$ cat src/rtl/serial_eq_cmp_pkg.sv
// -----------------------------------------------------------------------------
// serial_eq_cmp_pkg
//   Shared project definitions for the serial equality comparator.
//   - FSM state encodings (IDLE/SHIFT/DONE). Kept here so every file that
//     decodes the comparator state uses the same values.
//   - idx_width(): width of a bit-index field for a given operand width.
// -----------------------------------------------------------------------------
package serial_eq_cmp_pkg;

    typedef logic [1:0] cmp_state_t;

    localparam cmp_state_t ST_IDLE  = 2'd0;
    localparam cmp_state_t ST_SHIFT = 2'd1;
    localparam cmp_state_t ST_DONE  = 2'd2;

    // Bits needed to hold an index 0..w-1; never less than one bit.
    function automatic int idx_width(input int w);
        return (w < 2) ? 1 : $clog2(w);
    endfunction

endpackage

$ cat src/rtl/my_eq.sv
// -----------------------------------------------------------------------------
// my_eq
//   1-bit equality cell.
//   Ports:
//     a, b : input bits
//     eq   : 1 when a == b
// -----------------------------------------------------------------------------
module my_eq (
    input  logic a,
    input  logic b,
    output logic eq
);

    assign eq = ~(a ^ b);

endmodule

$ cat src/rtl/serial_eq_cmp.sv
// -----------------------------------------------------------------------------
// serial_eq_cmp
//   Bit-serial equality comparator. On an accepted start the two operands are
//   captured and compared one bit per clock, MSB first. The first differing
//   bit ends the comparison early and its index is reported.
//
//   Ports:
//     clk     : clock, rising edge
//     rst_n   : asynchronous active-low reset
//     start   : begin a comparison (accepted only while idle)
//     a, b    : operands, captured on the accepting edge
//     busy    : comparison in progress (SHIFT or DONE)
//     done    : one-cycle pulse, result valid from this cycle
//     eq      : 1 = operands equal, 0 = mismatch found
//     mis_idx : index of the most significant mismatching bit (0 if equal)
// -----------------------------------------------------------------------------
module serial_eq_cmp
    import serial_eq_cmp_pkg::*;
#(
    parameter int WIDTH = 8
) (
    input  logic                      clk,
    input  logic                      rst_n,
    input  logic                      start,
    input  logic [WIDTH-1:0]          a,
    input  logic [WIDTH-1:0]          b,
    output logic                      busy,
    output logic                      done,
    output logic                      eq,
    output logic [$clog2(WIDTH)-1:0]  mis_idx
);

    localparam int IW = $clog2(WIDTH);

    cmp_state_t       state_reg;
    logic [WIDTH-1:0] a_sh_reg;
    logic [WIDTH-1:0] b_sh_reg;
    logic [IW-1:0]    cnt_reg;
    logic             busy_reg;
    logic             done_reg;
    logic             eq_reg;
    logic [IW-1:0]    mis_idx_reg;
    logic             bit_eq;

    // The bit under test is always the MSB: operands are shifted left once
    // per SHIFT cycle, so cnt_reg tracks which original bit sits there.
    my_eq u_bit_eq (
        .a  (a_sh_reg[WIDTH-1]),
        .b  (b_sh_reg[WIDTH-1]),
        .eq (bit_eq)
    );

    always_ff @(posedge clk or negedge rst_n) begin
        if (!rst_n) begin
            state_reg   <= ST_IDLE;
            a_sh_reg    <= '0;
            b_sh_reg    <= '0;
            cnt_reg     <= '0;
            busy_reg    <= 1'b0;
            done_reg    <= 1'b0;
            eq_reg      <= 1'b0;
            mis_idx_reg <= '0;
        end else begin
            case (state_reg)
                ST_IDLE: begin
                    done_reg <= 1'b0;
                    if (start) begin
                        a_sh_reg    <= a;
                        b_sh_reg    <= b;
                        cnt_reg     <= IW'(WIDTH - 1);
                        eq_reg      <= 1'b0;
                        mis_idx_reg <= '0;
                        busy_reg    <= 1'b1;
                        state_reg   <= ST_SHIFT;
                    end
                end

                ST_SHIFT: begin
                    if (!bit_eq) begin
                        // Early exit on the first (most significant) difference.
                        eq_reg      <= 1'b0;
                        mis_idx_reg <= cnt_reg;
                        done_reg    <= 1'b1;
                        state_reg   <= ST_DONE;
                    end else if (cnt_reg == '0) begin
                        eq_reg      <= 1'b1;
                        mis_idx_reg <= '0;
                        done_reg    <= 1'b1;
                        state_reg   <= ST_DONE;
                    end else begin
                        cnt_reg  <= cnt_reg - IW'(1);
                        a_sh_reg <= {a_sh_reg[WIDTH-2:0], 1'b0};
                        b_sh_reg <= {b_sh_reg[WIDTH-2:0], 1'b0};
                    end
                end

                ST_DONE: begin
                    // start is deliberately not examined here: a new request
                    // is only taken once the FSM is back in IDLE.
                    done_reg  <= 1'b0;
                    busy_reg  <= 1'b0;
                    state_reg <= ST_IDLE;
                end

                default: begin
                    done_reg  <= 1'b0;
                    busy_reg  <= 1'b0;
                    state_reg <= ST_IDLE;
                end
            endcase
        end
    end

    assign busy    = busy_reg;
    assign done    = done_reg;
    assign eq      = eq_reg;
    assign mis_idx = mis_idx_reg;

endmodule

$ cat config.mk
export PLATFORM = sky130hd
export DESIGN_NAME = serial_eq_cmp
export DESIGN_NICKNAME = d
export VERILOG_FILES = /design/src/rtl/serial_eq_cmp_pkg.sv /design/src/rtl/my_eq.sv /design/src/rtl/serial_eq_cmp.sv
export SDC_FILE = /design/constraint.sdc
export NUM_CORES = 1
export LEC_CHECK = 0
export BUFFER_PORTS_ARGS = -buffer_cell sky130_fd_sc_hd__buf_2
export CORE_MARGIN = 10
export CORE_UTILIZATION = 56
export CTS_BUF_LIST = sky130_fd_sc_hd__clkbuf_2
export DETAILED_ROUTE_END_ITERATION = 16
export PLACE_DENSITY = 0.8
export SYNTH_ARGS = -nofsm -noshare
export SYNTH_HDL_FRONTEND = slang
export SYNTH_SLANG_ARGS = --single-unit
$ cat constraint.sdc
create_clock -name clk -period 2.5 [get_ports clk]
set_clock_uncertainty 0.1 [all_clocks]
set_input_delay 0.375 -clock clk [delete_from_list [all_inputs] [get_ports clk]]
set_output_delay 0.375 -clock clk [all_outputs]
set_load 0.02 [all_outputs]
## After elaboration in Yosys (flattened, before gate mapping)

Cells that the tools add are included.

- Reduce and logical (&&, ||, !) cells: 7
- Bitwise gates (word level): 2
- $add $sub $neg: 1
- Mux-type cells: 28
- Equality and inequality tests: 5

Operators by type and width:

| cell | count |
|---|---|
| $mux W8 | 6 |
| $pmux W8 S2 | 2 |
| $mux W3 | 6 |
| $pmux W3 S2 | 2 |
| $mux W1 | 6 |
| $mux W2 | 3 |
| $ne A2 B2 Y1 const B | 3 |
| $pmux W1 S2 | 2 |
| $pmux W2 S2 | 1 |
| $reduce_and A2 Y1 | 2 |
| $reduce_and A4 Y1 | 1 |
| $logic_not A3 Y1 | 1 |
| $ne A3 B3 Y1 const B | 1 |
| $reduce_and A3 Y1 | 1 |
| $sub A3 B1 Y3 const B | 1 |
| $eq A2 B1 Y1 const B | 1 |
| $logic_not A2 Y1 | 1 |
| $reduce_bool A2 Y1 | 1 |
| $not A1 Y1 | 1 |
| $xor A1 B1 Y1 | 1 |

- Output and inout bits: 6
- Register bits: 27
- Word-level logic and storage cells: 51
- Bits of input ports: 19

## Longest topological paths before layout

- Word-level depth: 4
- Mapped depth: 6
- Mapped depth without buffers: 5

## Hierarchy

A second synthesis with hierarchy kept.

- Cell total of the unflattened synthesis: 120
- Area total of the unflattened synthesis: 1345.0 um^2

By module, submodules not included:

| module | cells each | area an instance (um^2) | instances | seq. area each (um^2) |
|---|---|---|---|---|
| serial_eq_cmp | 119 | 1336.3 | 1 | 675.6 |
| my_eq | 1 | 8.8 | 1 | 0.0 |

## Worst setup path before layout

OpenSTA, ideal clock, no wires.

- Path type: register to register
- From: reg cnt_reg[0]
- To: reg a_sh_reg[1]
- Path slack: 0.560 ns
- Buffers on the path: 1
- Clock period less this slack: 1.940 ns
- Data arrival time: 1.715 ns
- Cell stages (with the launch flop): 7
- Setup time: 0.125 ns
- Path through: dfrtp_1 -> inv_1 -> ha_1 -> and3b_1 -> a211oi_4 -> buf_8 -> mux2_4

- Cells in the longest elaborated chain, start to end: 3

RTL lines:

| what | line | text |
|---|---|---|
| from (decl) | serial_eq_cmp.sv:38 | `logic [IW-1:0] cnt_reg;` |
| from (signal assigned) | serial_eq_cmp.sv:70 | `cnt_reg <= IW'(WIDTH - 1);` |
| from (signal assigned) | serial_eq_cmp.sv:91 | `cnt_reg <= cnt_reg - IW'(1);` |
| $logic_not A3 Y1 | serial_eq_cmp.sv:85 | `end else if (cnt_reg == '0) begin` |
| $ne A2 B2 Y1 (no source line) | n/a |  |
| $reduce_and A4 Y1 (no source line) | n/a |  |
| to (signal assigned) | serial_eq_cmp.sv:92 | `a_sh_reg <= {a_sh_reg[WIDTH-2:0], 1'b0};` |
| to (decl) | serial_eq_cmp.sv:36 | `logic [WIDTH-1:0] a_sh_reg;` |

No other way between the ends.
A chain may end at the register's enable or synchronous reset.

## Final worst setup path

- From: reg cnt_reg[0]
- To: reg b_sh_reg[1]

- Cells in the longest elaborated chain, start to end: 3

RTL lines:

| what | line | text |
|---|---|---|
| $logic_not A3 Y1 | serial_eq_cmp.sv:85 |  |
| $ne A2 B2 Y1 (no source line) | n/a |  |
| $reduce_and A4 Y1 (no source line) | n/a |  |
| to (signal assigned) | serial_eq_cmp.sv:93 | `b_sh_reg <= {b_sh_reg[WIDTH-2:0], 1'b0};` |
| to (decl) | serial_eq_cmp.sv:37 | `logic [WIDTH-1:0] b_sh_reg;` |

No other way between the ends.

==> results.ini <==
[run_status]
result_of_the_run=complete, no violations

[synthesis]
post_synth_num_cell_types=29
synth_seq_area_share_pct=49.14
yosys_warnings=0
synth_top_cell_area_share_pct=49.14
count_of_flip_flops_with_a_built_in_enable_after_synthesis=0
synth.top_cells.by_area=dfrtp_1, mux2_2, mux2_4, ha_1, buf_6
async_flop_share_pct=100.0
synth.ff_latch_count=27
syn_inst=104
synth_top_flop_cell=dfrtp_1
syn-cell-area_sq_um=1375
synth_most_common_cell=dfrtp_1
postSynthNetCount=125
synth.avg_cell_area_sq_um=13.22
ys_top_cells_by_count=dfrtp_1, mux2_2, mux2_4, inv_1
synth.largest_area_cell=dfrtp_1

[clock_tree]
post_cts_buffers=0
clk_root_buffer_cell=clkbuf_2
tritoncts=built
cts.reportedPaths.clkPinSlew_ps=250
insertion_delay_ps=360
postCtsResizedCells=0
cts.path.max_buffers=2
cts.htree.levels=1
cts_buffers=3
cts_sinks=27
cts_hold_repair.buffers=1

[place]
finalWeightedCongestion=0.7905
dp_hpwl_mm=1.994
port_buffers=24
dpl.cell_count=155
detailed_place.area_sq_um=1510

[layout]
multi_input_comb_area_sq_um=638.1
fin_cells=160
syn_to_final_growth_pct=12.01
fillers=167
post-route-cell-area_sq_um=1540
final_nets=154
seqCellArea_sq_um=675.6
insertedDiodeCount=0
post_route_cells_drive_above_1_share_pct=48.48

[floorplan]
placement_rows=17
dieHeight_microns=69.55
start_util_pct=60.42
io_pins=25
core_sq_um=2276
chipWidth_microns=69.55
die-area_sq_um=4837

[pwr]
swShare_pct=37.35
netSwitchingPower_w=0.0007735
cell_internal_pwr_w=0.001298
power_density_relative_to_cell_area_nw_per_um2=1345
clock_power_share_pct=8.0
p_comb_share_pct=53.9
power.static_leakage_nw=0.7223
power.share.sequential_pct=38.2
vdd_drop_max_uv=824.4

[route]
vias_cell=5.606
vias=897
drt_iter0_drc=81
wl_mm=2.671
drc_violations_left=0
route.detailed.wl_per_inst_microns=16.69
number_of_iterations_in_the_first_detailed_routing_pass=4
ant_nets=0

[critical_path]
worstReg2RegEnd=b_sh_reg[1]
critical_path.max_fanout=18
criticalPathCategory=reg2reg
worstSetupEndpoint=b_sh_reg[1]
cp-startpoint=cnt_reg[0]
cp-start-kind=flop
regToRegStartpoint=cnt_reg[0]
critPathArrivalTime_ps=2230
crit_path_end_kind=flop
worst_r2r_path_depth=6
reg2reg_slack_ps=420
cp.required_ps=2650

[worst_hold_path]
worst_hold_path.num_cells=3
holdCritPathClass=in2reg

[global_routing]
grt-ovfl-total=0
largest_net_degree_at_the_start_of_global_routing=28
grt_first_pass_wirelength_mm=4.485
grtUsageTotal_pct=10.99
antenna_found_initial=0
number_of_global_route_vias_before_repair=967

[timing]
slew_viol_final=0
setup_violations=0
setup_total_negative_slack_ps=0
timing.fmax_mhz=481.5
worst_slew_pin_slew_ps=588.2
period_minus_slack_ps=2077
timing.slew.headroom_pct=60.70
final.period_utilization_pct=83.08
timing_hold_violations_final=0
rsz_0062_raised_after_global_routing=false

[run]
max_cap_violations=0

-- critical path: stages (launching register included) --
cell	delay (ps)
dfrtp_1	450
inv_1	90
ha_1	230
and3b_1	250
a211oi_4	210
buf_4	290
mux2_2	370
-- how the worst min path moves through the flow --
stage	slack, ps	from	endpoint
floorplan	-20	rst_n	a_sh_reg[0]
global placement	300	rst_n	a_sh_reg[3]
detailed placement	310	rst_n	a_sh_reg[4]
CTS	120	a[0]	a_sh_reg[0]
global route	100	a[0]	a_sh_reg[0]
finish	120	a[0]	a_sh_reg[0]
-- cells by family after synthesis --
family	synth area share, %
compound gates	11.19
xor+xnor	1.820
fa+ha+maj	1.820
buf+inv	4.458
flops	49.14
mux	25.30
simple gates	6.278
-- per-layer routing --
| layer | GRT usage [%] | wire length (microns) | vias up |
|---|---|---|---|
| met5 | 0 | 0 | - |
| met4 | 4.213 | 21 | 0 |
| met3 | 2.568 | 144 | 3 |
| met2 | 17.34 | 1327 | 30 |
| met1 | 14.08 | 1177 | 439 |
| li1 | - | - | 425 |
-- cell type report --
class	count	share of cell area [%]
well taps	28	2.275
flip-flops and latches	27	43.87
repair buffers	28	9.911
clock buffers	4	1.300
multi-input cells	68	41.43
inverters	5	1.219
-- layout by cell type, fill, tap and decap left out --
cell	n
a2111o_1	1
a211oi_1	1
a211oi_4	1
a21o_1	1
a21oi_1	2
a2bb2oi_2	1
a32o_1	2
and3b_1	1
buf_2	24
buf_4	3
clkbuf_2	4
dfrtp_1	27
dlygate4sd3_1	1
ha_1	2
inv_1	5
mux2_2	22
mux2_4	6
mux2i_1	1
nand2_1	4
nand2b_1	1
nor2_1	4
nor2b_1	3
nor3_1	3
nor3b_1	1
o21ai_0	4
o21ba_2	2
o21bai_1	1
o31ai_1	2
xnor2_1	1
xor2_2	1
-- power by group through the flow --
stage	Combinational (W)	Clock (W)	Sequential, W
2_1_floorplan	0.000940	0	0.000783
3_3_place_gp	0.00108	0	0.000788
3_5_place_dp	0.00112	0	0.000801
4_1_cts	0.00113	0.000167	0.000792
5_1_grt	0.00121	0.000195	0.000818
6_report	0.00112	0.000165	0.000790
-- per-stage QoR --
step | total power (W) | hold WS, ps | setup WS [ps] | utilization, %
after global routing | 0.002224 | 98.39 | 348.4 | 67.67
after floorplan | 0.001723 | -20.59 | 559.5 | -
final | 0.002071 | 115.5 | 423.1 | 67.67
after global placement | 0.001871 | 302.4 | 564.2 | 66.36
after CTS | 0.002086 | 119.5 | 424.2 | 67.67
after detailed placement | 0.001922 | 309.1 | 462.1 | 66.36
No activity file was read; power rests on OpenSTA's default activity.
